**src/rtl/freq_gen.sv**
```systemverilog
// freq_gen: programmable test tone, N evenly spaced rising edges per window,
// with a self-reported rising-edge count for loopback against a meter.
module freq_gen #(
    parameter int WINDOW = 1000,
    parameter int CNT_W  = 16
) (
    input  logic             clk,
    input  logic             rst_n,
    input  logic             enable,
    input  logic             cfg_valid,
    output logic             cfg_ready,
    input  logic [CNT_W-1:0] cfg_count,
    output logic             fout,
    output logic             win_start,
    output logic [CNT_W-1:0] cnt_last,
    output logic             cnt_valid,
    output logic             sat
);

    localparam int ACC_W = $clog2(2 * WINDOW) + 1;
    localparam int WC_W  = $clog2(WINDOW);

    localparam logic [CNT_W-1:0] HALF  = CNT_W'(WINDOW / 2);
    localparam logic [ACC_W-1:0] WIN_A = ACC_W'(WINDOW);
    localparam logic [WC_W-1:0]  LAST  = WC_W'(WINDOW - 1);

    logic [WC_W-1:0]  win_cnt;
    logic [ACC_W-1:0] acc;
    logic [ACC_W-1:0] sum;
    logic [CNT_W-1:0] target;
    logic [CNT_W-1:0] pending;
    logic [CNT_W-1:0] edge_cnt;
    logic [CNT_W-1:0] edge_nxt;
    logic [CNT_W-1:0] clamped;
    logic             pending_vld;
    logic             accept;
    logic             toggle;
    logic             rise;
    logic             boundary;

    assign cfg_ready = !pending_vld;
    assign accept    = cfg_valid && cfg_ready;
    assign clamped   = (cfg_count > HALF) ? HALF : cfg_count;

    assign win_start = enable && (win_cnt == '0);
    assign boundary  = enable && (win_cnt == LAST);

    // 2*target never exceeds WINDOW, so sum stays below 2*WINDOW
    assign sum    = acc + ACC_W'({target, 1'b0});
    assign toggle = (sum >= WIN_A);
    assign rise   = toggle && !fout;

    assign edge_nxt = edge_cnt + {{(CNT_W-1){1'b0}}, rise};

    always_ff @(posedge clk or negedge rst_n) begin
        if (!rst_n) begin
            target      <= '0;
            pending     <= '0;
            pending_vld <= 1'b0;
            sat         <= 1'b0;
        end else begin
            if (accept)
                sat <= (cfg_count > HALF);
            if (!enable) begin
                if (accept) begin
                    target <= clamped;
                end else if (pending_vld) begin
                    target      <= pending;
                    pending_vld <= 1'b0;
                end
            end else begin
                // an old pending applies here; ready is low, so no clash
                if (boundary && pending_vld) begin
                    target      <= pending;
                    pending_vld <= 1'b0;
                end
                if (accept) begin
                    pending     <= clamped;
                    pending_vld <= 1'b1;
                end
            end
        end
    end

    always_ff @(posedge clk or negedge rst_n) begin
        if (!rst_n) begin
            win_cnt  <= '0;
            acc      <= '0;
            fout     <= 1'b0;
            edge_cnt <= '0;
        end else if (!enable) begin
            win_cnt  <= '0;
            acc      <= '0;
            fout     <= 1'b0;
            edge_cnt <= '0;
        end else if (boundary) begin
            win_cnt  <= '0;
            acc      <= '0;
            fout     <= 1'b0;
            edge_cnt <= '0;
        end else begin
            win_cnt  <= win_cnt + 1'b1;
            acc      <= toggle ? (sum - WIN_A) : sum;
            fout     <= fout ^ toggle;
            edge_cnt <= edge_nxt;
        end
    end

    always_ff @(posedge clk or negedge rst_n) begin
        if (!rst_n) begin
            cnt_last  <= '0;
            cnt_valid <= 1'b0;
        end else begin
            cnt_valid <= 1'b0;
            if (boundary) begin
                cnt_last  <= edge_nxt;
                cnt_valid <= 1'b1;
            end
        end
    end

endmodule

```
**config.mk**
```make
export PLATFORM = sky130hd
export DESIGN_NAME = freq_gen
export DESIGN_NICKNAME = d
export VERILOG_FILES = /design/src/rtl/freq_gen.sv
export SDC_FILE = /design/constraint.sdc
export NUM_CORES = 1
export LEC_CHECK = 0
export CORE_AREA = 2 2 132 134
export DETAILED_ROUTE_END_ITERATION = 7
export DIE_AREA = 0 0 134 136
export MAX_ROUTING_LAYER = met4
export PLACE_DENSITY_LB_ADDON = 0.12
export SYNTH_ARGS = -nofsm -noshare
export SYNTH_HDL_FRONTEND = slang
export SYNTH_SLANG_ARGS = --single-unit
```
**constraint.sdc**
```tcl
create_clock -name clk -period 3.7 [get_ports clk]
set_input_delay 0.555 -clock clk [delete_from_list [all_inputs] [get_ports clk]]
set_output_delay 0.555 -clock clk [all_outputs]
set_load 0.01 [all_outputs]
```
**Word level (Yosys, flattened, before mapping)**

Cells that the tools add are included.

- Flip-flop bits (word level): 80
- Output and inout bits: 21
- Word-level logic and storage cells: 52

- Add/sub/neg operators: 4
- Bitwise logic cells: 1
- Reduce and logical (&&, ||, !) cells: 12
- Equal/unequal tests: 4
- Multiplexer cells: 19
- Magnitude comparators: 2

Operators with widths:

| kind | count |
|---|---|
| $mux 11 | 5 |
| $mux 12 | 3 |
| $mux 16 | 2 |
| $mux 10 | 2 |
| $add 16x1->16 | 1 |
| $gt 16x9->1 const B | 1 |
| $add 12x12->12 | 1 |
| $ge 12x10->1 const B | 1 |
| $sub 12x10->12 const B | 1 |
| $add 10x1->10 const B | 1 |
| $eq 10x10->1 const B | 1 |
| $logic_not 10->1 | 1 |
| $mux 1 | 7 |
| $reduce_and 2->1 | 3 |
| $logic_and 1x1->1 | 5 |
| $ne 3x1->1 const B | 1 |
| $reduce_bool 3->1 | 1 |
| $logic_not 1->1 | 2 |
| $ne 2x1->1 const B | 1 |
| $ne 2x2->1 const B | 1 |
| $xor 1x1->1 | 1 |

**Longest topological paths before layout**

Gate-level depths: netlist of run 1.

- Depth in word-level cells: 6
- Gate-level depth with buffers: 20
- Depth with buffers taken out: 19

**Least setup slack after synthesis of run 1**

Ideal clock, no wire load.

- Kind: register -> register
- Start point: register acc[8]
- End point: register cnt_last[14]
- Period minus slack after synthesis: 3.639 ns
- Arrival time: 3.506 ns
- Data required time: 3.567 ns
- Setup slack: 0.061 ns
- Path buffers: 1
- Cell stages (with the launch flop): 19
- Path through: dfrtp_1 > ha_1 > buf_6 > a21o_1 > a21oi_1 > mux2_2 > a311oi_2 > a21oi_2 > nand2_1 > ha_1 > ha_1 > ha_1 > and3_1 > and3_1 > nand2_1 > nor2_1 > nand3_1 > xor2_1 > o21ai_0

- Cells in the longest elaborated chain, start to end: 4

Ends and longest elaborated chain:

| what | RTL line | RTL |
|---|---|---|
| start, declared | 28 | `logic [ACC_W-1:0] acc;` |
| start signal, assigned | 103 | `acc <= toggle ? (sum - WIN_A) : sum;` |
| $add 12x12->12 | 49 | `assign sum = acc + ACC_W'({target, 1'b0});` |
| $ge 12x10->1 | 50 | `assign toggle = (sum >= WIN_A);` |
| $logic_and 1x1->1 | 51 | `assign rise = toggle && !fout;` |
| $add 16x1->16 | 53 | `assign edge_nxt = edge_cnt + {{(CNT_W-1){1'b0}}, rise};` |
| end signal, assigned | 116 | `cnt_last <= edge_nxt;` |
| end, declared | 15 | `output logic [CNT_W-1:0] cnt_last,` |

No other way between the ends.
A chain may end at the register's enable or synchronous reset.

**Worst setup path in the final report of run 1**

- Start point: register target[0]
- End point: register edge_cnt[14]

- Cells in the longest elaborated chain, start to end: 6

Ends and longest elaborated chain:

| what | RTL line | RTL |
|---|---|---|
| start, declared | 30 | `logic [CNT_W-1:0] target;` |
| start signal, assigned | 66 | `target <= clamped;` |
| start signal, assigned | 68 | `target <= pending;` |
| start signal, assigned | 74 | `target <= pending;` |
| $add 12x12->12 | 49 |  |
| $ge 12x10->1 | 50 |  |
| $logic_and 1x1->1 | 51 |  |
| $add 16x1->16 | 53 |  |
| $mux 16 | 96 | `end else if (boundary) begin` |
| $mux 16 | 91 | `end else if (!enable) begin` |
| end signal, assigned | 105 | `edge_cnt <= edge_nxt;` |
| end, declared | 32 | `logic [CNT_W-1:0] edge_cnt;` |

No other way between the ends.

==> results of run 1 <==
repair_timing:
item / in CTS / in global routing
endpoints found under the hold margin: 0 / 0
setup buffers: 0 / 10
resized for setup: 2 / 25
gates cloned: 0 / 0
pin swaps: 0 / 14
endpoints found under the setup margin: 3 / 14
cell usage in the layout, fill, tap and decap left out, types with 9 or more instances in the layout:
master,instances
a21oi_1,11
nor2_1,42
nand3_1,21
nand2_1,53
dfrtp_1,79
ha_1,12
inv_1,16
o21ai_0,26
and3_1,12
xor2_1,18
clkbuf_16,9
clkdlybuf4s50_1,39
buf_4,43
area by class of cell:
| cell class | instances | area, um^2 |
|---|---|---|
| fillers | 1744 | 11400 |
| flip-flops and latches | 79 | 1980 |
| clock inverters | 7 | 73.8 |
| clock buffers | 9 | 225 |
| multi-input cells | 314 | 2140 |
| inverters | 16 | 60.1 |
| repair buffers | 82 | 713 |
| well taps | 225 | 282 |
cell families (layout without fill, tap and decap cells):
logic type,Yosys count,in the layout
compound gates,81,81
flops,79,79
mux,8,8
buf+inv,32,114
fa+ha+maj,17,17
xor+xnor,26,26
simple gates,182,182
synthesized netlist by cell type (2+ instances only):
| library cell | instances | share of area, % |
|---|---|---|
| dfrtp_1 | 79 | 48 |
| nand2_1 | 55 | 5.0 |
| nor2_1 | 44 | 4.0 |
| o21ai_0 | 28 | 3.4 |
| nand3_1 | 23 | 2.8 |
| xor2_1 | 19 | 4.0 |
| ha_1 | 16 | 4.8 |
| inv_1 | 16 | 1.5 |
| and3_1 | 14 | 2.1 |
| a21oi_1 | 12 | 1.5 |
| clkbuf_1 | 8 | 0.73 |
| xnor2_1 | 7 | 1.5 |
| nand4_1 | 6 | 0.91 |
| nor3_1 | 6 | 0.73 |
| a221o_1 | 5 | 1.2 |
| and2_1 | 5 | 0.76 |
| mux2i_1 | 5 | 1.2 |
| a21o_1 | 4 | 0.73 |
| a31oi_1 | 4 | 0.61 |
| buf_4 | 4 | 0.73 |
| or3_1 | 4 | 0.61 |
| a222oi_1 | 3 | 0.73 |
| nor2b_1 | 3 | 0.45 |
| o2111ai_1 | 3 | 0.64 |
| a211o_1 | 2 | 0.42 |
| a211oi_1 | 2 | 0.36 |
| a311o_1 | 2 | 0.48 |
| and4_1 | 2 | 0.42 |
| buf_2 | 2 | 0.24 |
| mux2_2 | 2 | 0.55 |
| nand2b_1 | 2 | 0.30 |
| nor2_2 | 2 | 0.30 |
| nor4_1 | 2 | 0.30 |
| o21bai_1 | 2 | 0.36 |
| o31a_1 | 2 | 0.42 |
| or2_2 | 2 | 0.30 |
layer usage:
layer  track usage (%)  part of all wire, %
met3              2.57                  2.8
met1              15.8                   48
met5                 -                    0
met2              19.1                   47
met4              5.67                  1.9
sequential cells by signal, summed over array words and instances (netlist names):
name,count
cnt_valid,1
win_cnt,10
acc,11
cnt_last,16
pending_vld,1
pending,11
target,11
sat,1
fout,1
edge_cnt,16
per-stage QoR:
step | setup TNS, ns | worst slack [ns]
floorplan | 0 | 0.0609
global placement | 0 | 0.0631
detailed placement | -0.141 | -0.0718
CTS | 0 | 0.0147
global route | -0.0141 | -0.0105
finish | 0 | 0.167
power groups by stage:
stage                     clock, mW  combinational, mW  sequential [mW]
final                         0.898               1.33            0.994
after global routing          0.969               1.48             1.00
after CTS                     0.929               1.21            0.992
after detailed placement          0               1.20             1.01
after global placement            0               1.21             1.01
after floorplan                   0              0.795            0.994
worst paths after layout:
check / start / endpoint / slack, ns / cells after the start
worst max-delay path: target[0] / edge_cnt[14] / 0.17 / 20
max in group asynchronous: rst_n / acc[5] / 2.73 / 2
worst max register to register: target[0] / edge_cnt[14] / 0.17 / 20
min in group clk: cnt_last[2] / cnt_last[2] / 0.48 / 2
worst min register to register: cnt_last[2] / cnt_last[2] / 0.48 / 2
worst min-delay path: rst_n / cnt_last[13] / 0.29 / 1
==> impl_metrics.json, run 1 <==
{
  "critPathKind": "reg2reg",
  "critPathBufInv": 2,
  "synthFlopType": "dfrtp_1",
  "cts_buffer_depth": 2,
  "crit_arrival_ns": 3.77,
  "fin_util_pct": 32.4,
  "dpl_cell_area_um2": 4960,
  "synth.distinct_cells": 64,
  "cp-start-kind": "flip-flop",
  "setup.worst_path.end_class": "flip-flop",
  "postCtsHoldBufs": 0,
  "p_int_mw": 2.10,
  "clk_latency_ns": 0.35,
  "worst_pin_slew_ns": 0.923,
  "dieWidth_um": 134,
  "p_comb_share_pct": 41.2,
  "die_h_um": 136,
  "synth_top_family_by_area": "simple AND/OR/NAND/NOR gates",
  "grt_pass1_wl_um": 17000,
  "drt_iter0_drc": 156,
  "p_total_mw": 3.22,
  "synth-compound-area-share_pct": 13.7,
  "dr.pass1.iters": 5,
  "max_freq_mhz": 283,
  "rows": 48,
  "drv_cap": 0,
  "place.gp.congestion": 0.873,
  "io_buffers": 40,
  "grt_pass1_vias": 3353,
  "crit_fanout": 4,
  "grt_overflow": 0,
  "synth_enable_flop_cells": 0,
  "p_seq_share_pct": 30.9,
  "placed_cells": 706,
  "synth.ff_latch_count": 79,
  "finalMaxSlewViolations": 0,
  "final_area_um2": 5470,
  "synth_cells": 425,
  "p_per_area_nw_per_um2": 589,
  "synth_mux_area_share_pct": 2.03,
  "crit_required_ns": 3.93,
  "netlist_area_um2": 4130,
  "area_delta_synth_final_pct": 32.4,
  "fin_crit_sh_pct": 95.5,
  "die-area_um2": 18200,
  "wl_per_cell_um": 14.1,
  "cts_tree": "yes",
  "period_needed_ns": 3.53,
  "route.detailed.drc": 0,
  "ir_drop_v": 0.000232,
  "coreArea_um2": 16900,
  "p_clk_share_pct": 27.9,
  "grt_max_degree": 61,
  "h-tree-depth": 3,
  "wl_um": 10300,
  "cts_root_buf": "clkbuf_16",
  "status": "completed",
  "synth_simple_gate_area_share_pct": 22.0,
  "setup_viol": 0,
  "fin_cells": 732,
  "pin_count": 41,
  "path_clk_slew_ns": 0.06,
  "yosysWarnings": 0,
  "synth_xor_area_share_pct": 5.52,
  "numClockSinks": 79,
  "leakage_nw": 2.43,
  "via_count": 3319,
  "hold_viol_final": 0,
  "skew_ns": 0.00419,
  "ys_seq_area_share_pct": 47.9,
  "cts_buffers": 9,
  "synthAdderAreaFrac_pct": 5.33,
  "slew-limit-headroom_pct": 38.4,
  "drive_gt1_share_pct": 18.7,
  "cp_top_family": "adder cells",
  "synthArstFlopShare_pct": 100,
  "layout.nets": 539,
  "slowest_stage": "fa_2",
  "hold_path.class": "in2async",
  "crit_chain": "ha_2, inv_1, fa_2, nor2b_4, o21ai_4, a31oi_4, o2111ai_2, a211o_1, nand2_2, ha_4, ha_4, ha_4, and3_4, and3_4, nand2_2, nor2_4, nand3_2, xor2_1, buf_4, nor2_1",
  "syn_area_per_cell_um2": 9.72,
  "antenna_found_initial": 0,
  "grt_use_total_pct": 12.5,
  "syn-num-nets": 462,
  "whs_ns": 0.291,
  "num_antenna_cells": 0,
  "via_per_inst": 4.53,
  "crit_top_cell": "ha_4",
  "p_switching_mw": 1.12,
  "initial_core_util_pct": 24.5,
  "critPathMaxStageDelay_ns": 0.38,
  "ant_nets": 0,
  "p_sw_share_pct": 34.8,
  "hpwl_um": 7330
}
Note: power is estimated with default switching activity, not from simulation.
==> inputs of run 2 (changes only) <==
--- a/config.mk
+++ b/config.mk
@@ -5,6 +5,7 @@
 export SDC_FILE = /design/constraint.sdc
 export NUM_CORES = 1
 export LEC_CHECK = 0
+export ABC_CLOCK_PERIOD_IN_PS = 3700
 export CORE_AREA = 2 2 132 134
 export DETAILED_ROUTE_END_ITERATION = 7
 export DIE_AREA = 0 0 134 136
==> results of run 2 <==
The final DEF is identical to that of run 1; final timing and power are the same.
==> inputs of run 3 (changes only) <==
--- a/config.mk
+++ b/config.mk
@@ -6,9 +6,9 @@
 export NUM_CORES = 1
 export LEC_CHECK = 0
 export ABC_CLOCK_PERIOD_IN_PS = 3700
-export CORE_AREA = 2 2 132 134
+export CORE_AREA = 2 2 93 95
 export DETAILED_ROUTE_END_ITERATION = 7
-export DIE_AREA = 0 0 134 136
+export DIE_AREA = 0 0 95 97
 export MAX_ROUTING_LAYER = met4
 export PLACE_DENSITY_LB_ADDON = 0.12
 export SYNTH_ARGS = -nofsm -noshare
==> impl_metrics.json, run 3 (synthesized netlist as in run 1, its figures left out) <==
{
  "initial_core_util_pct": 50.8,
  "via_count": 3211,
  "hpwl_um": 6350,
  "rr_worst_depth": 19,
  "setup_viol": 0,
  "hold_path.class": "in2async",
  "grt_overflow": 0,
  "ant_nets": 0,
  "clk_latency_ns": 0.34,
  "critPathKind": "reg2reg",
  "crit_chain": "ha_2, inv_2, fa_2, nor2b_4, o21ai_4, a31oi_4, o2111ai_2, a211o_1, nand2_2, ha_4, ha_4, ha_4, and3_4, and3_4, nand2_2, nor2_4, nand3_2, xor2_2, o21ai_1",
  "wl_per_cell_um": 15.3,
  "cp-start-kind": "flip-flop",
  "antenna_found_initial": 0,
  "crit_arrival_ns": 3.77,
  "area_delta_synth_final_pct": 23.3,
  "whs_ns": 0.362,
  "cp_top_family": "adder cells",
  "cts_buffer_depth": 2,
  "cts_buffers": 9,
  "tns_ns": 0,
  "place.gp.congestion": 0.892,
  "dieWidth_um": 95,
  "ir_drop_v": 0.000237,
  "crit_fanout": 4,
  "grt_max_degree": 80,
  "reg_top3": "cnt_last (16), edge_cnt (16)",
  "r2r-start": "target[0]",
  "placed_cells": 577,
  "layout.nets": 524,
  "fin_cells": 597,
  "crit_top_cell": "ha_4",
  "h-tree-depth": 3,
  "fill_cells": 707,
  "die_h_um": 97,
  "hold_viol_final": 0,
  "r2r_end": "cnt_last[12]",
  "rsz0062_at_grt": "true",
  "io_buffers": 40,
  "wl_um": 9140,
  "slowest_stage": "fa_2",
  "num_antenna_cells": 0,
  "drv_cap": 0,
  "setup_ws_ns": 0.122,
  "die-area_um2": 9220,
  "dr.pass1.iters": 6,
  "final_cell_mix": "dfrtp_1 (79), nand2_1 (53), nor2_1 (42), clkdlybuf4s50_1 (39), buf_4 (28)",
  "p_per_area_nw_per_um2": 564,
  "status": "completed",
  "cts_root_buf": "clkbuf_8",
  "r2r_slack_ns": 0.12,
  "leakage_nw": 2.32,
  "via_per_inst": 5.38,
  "slew-limit-headroom_pct": 34.5,
  "grt_use_total_pct": 21.2,
  "grt_pass1_wl_um": 15000,
  "drive_gt1_share_pct": 15.9,
  "numClockSinks": 79,
  "worst_pin_slew_ns": 0.982,
  "dp_slack_ns": -0.0181,
  "route.detailed.drc": 0,
  "drt_iter0_drc": 158,
  "final_common_cell": "dfrtp_1",
  "fin_crit_sh_pct": 96.7,
  "setup.worst_path.end_class": "flip-flop",
  "finalMaxSlewViolations": 0,
  "path_clk_slew_ns": 0.09,
  "coreArea_um2": 8130,
  "period_needed_ns": 3.58,
  "rows": 33,
  "pin_count": 41,
  "grt_pass1_vias": 3145,
  "critPathBufInv": 1,
  "crit_required_ns": 3.90,
  "max_freq_mhz": 280,
  "cts_tree": "yes",
  "postCtsHoldBufs": 0,
  "skew_ns": 0.00960,
  "critPathMaxStageDelay_ns": 0.41
}
run 3: cell count changes in the layout (fill, tap and decap cells not counted), moves of 2 or more:
cell / before / now
buf_4: 43 / 28
clkbuf_1: 0 / 2
clkbuf_16: 9 / 0
clkbuf_8: 0 / 9
clkinvlp_4: 4 / 1
xor2_1: 18 / 16
xor2_2: 1 / 3
run 3: through the flow:
stage / cell area [um^2] / utilization (%) / power (mW)
floorplan: 4130 / - / 1.79
global placement: 4750 / 58.3 / 2.14
detailed placement: 4750 / 58.3 / 2.16
CTS: 4940 / 60.7 / 2.79
global route: 5090 / 62.6 / 3.08
finish: 5090 / 62.6 / 2.87
run 3: worst max path at each step:
stage,from,endpoint,slack [ns],cells past startpoint
after floorplan,acc[8],cnt_last[14],0.06,18
after global placement,target[0],cnt_last[12],0.10,19
after detailed placement,target[0],cnt_last[14],-0.02,19
after CTS,target[0],cnt_last[12],0.05,19
after global routing,target[0],cnt_last[12],-0.07,19
final,target[0],cnt_last[12],0.12,19
run 3: repair_timing:
action | in CTS | in global routing
gates resized for setup | 2 | 25
endpoints found under the setup margin | 3 | 13
buffers inserted | 0 | 4
pin swaps | 0 | 16
run 3: area by class of cell:
cell class	instances	area (um^2)	share of cell area, %
clock buffer	11	131	2.58
timing repair buffer	67	601	11.8
clock inverter	5	56.3	1.11
tap	105	131	2.58
inverter	16	60.1	1.18
multi-input combinational	314	2140	41.9
sequential	79	1980	38.8
run 3: per-layer routing:
layer	track usage (%)	vias to the layer above	share of wire (%)	wire length (um)
met5	-	-	0	0
met4	5.57	0	0.40	37
met3	3.97	2	3.5	316
met2	32.1	49	48	4430
met1	29.5	1544	48	4360
li1	-	1616	-	-
run 3: power breakdown:
part | internal (mW) | leakage [nW] | total (mW) | switching, mW
sequential | 0.946 | 1.05 | 0.995 | 0.0495
combinational | 0.573 | 1.17 | 1.24 | 0.668
clock | 0.313 | 0.0937 | 0.632 | 0.319
total | 1.83 | 2.32 | 2.87 | 1.04
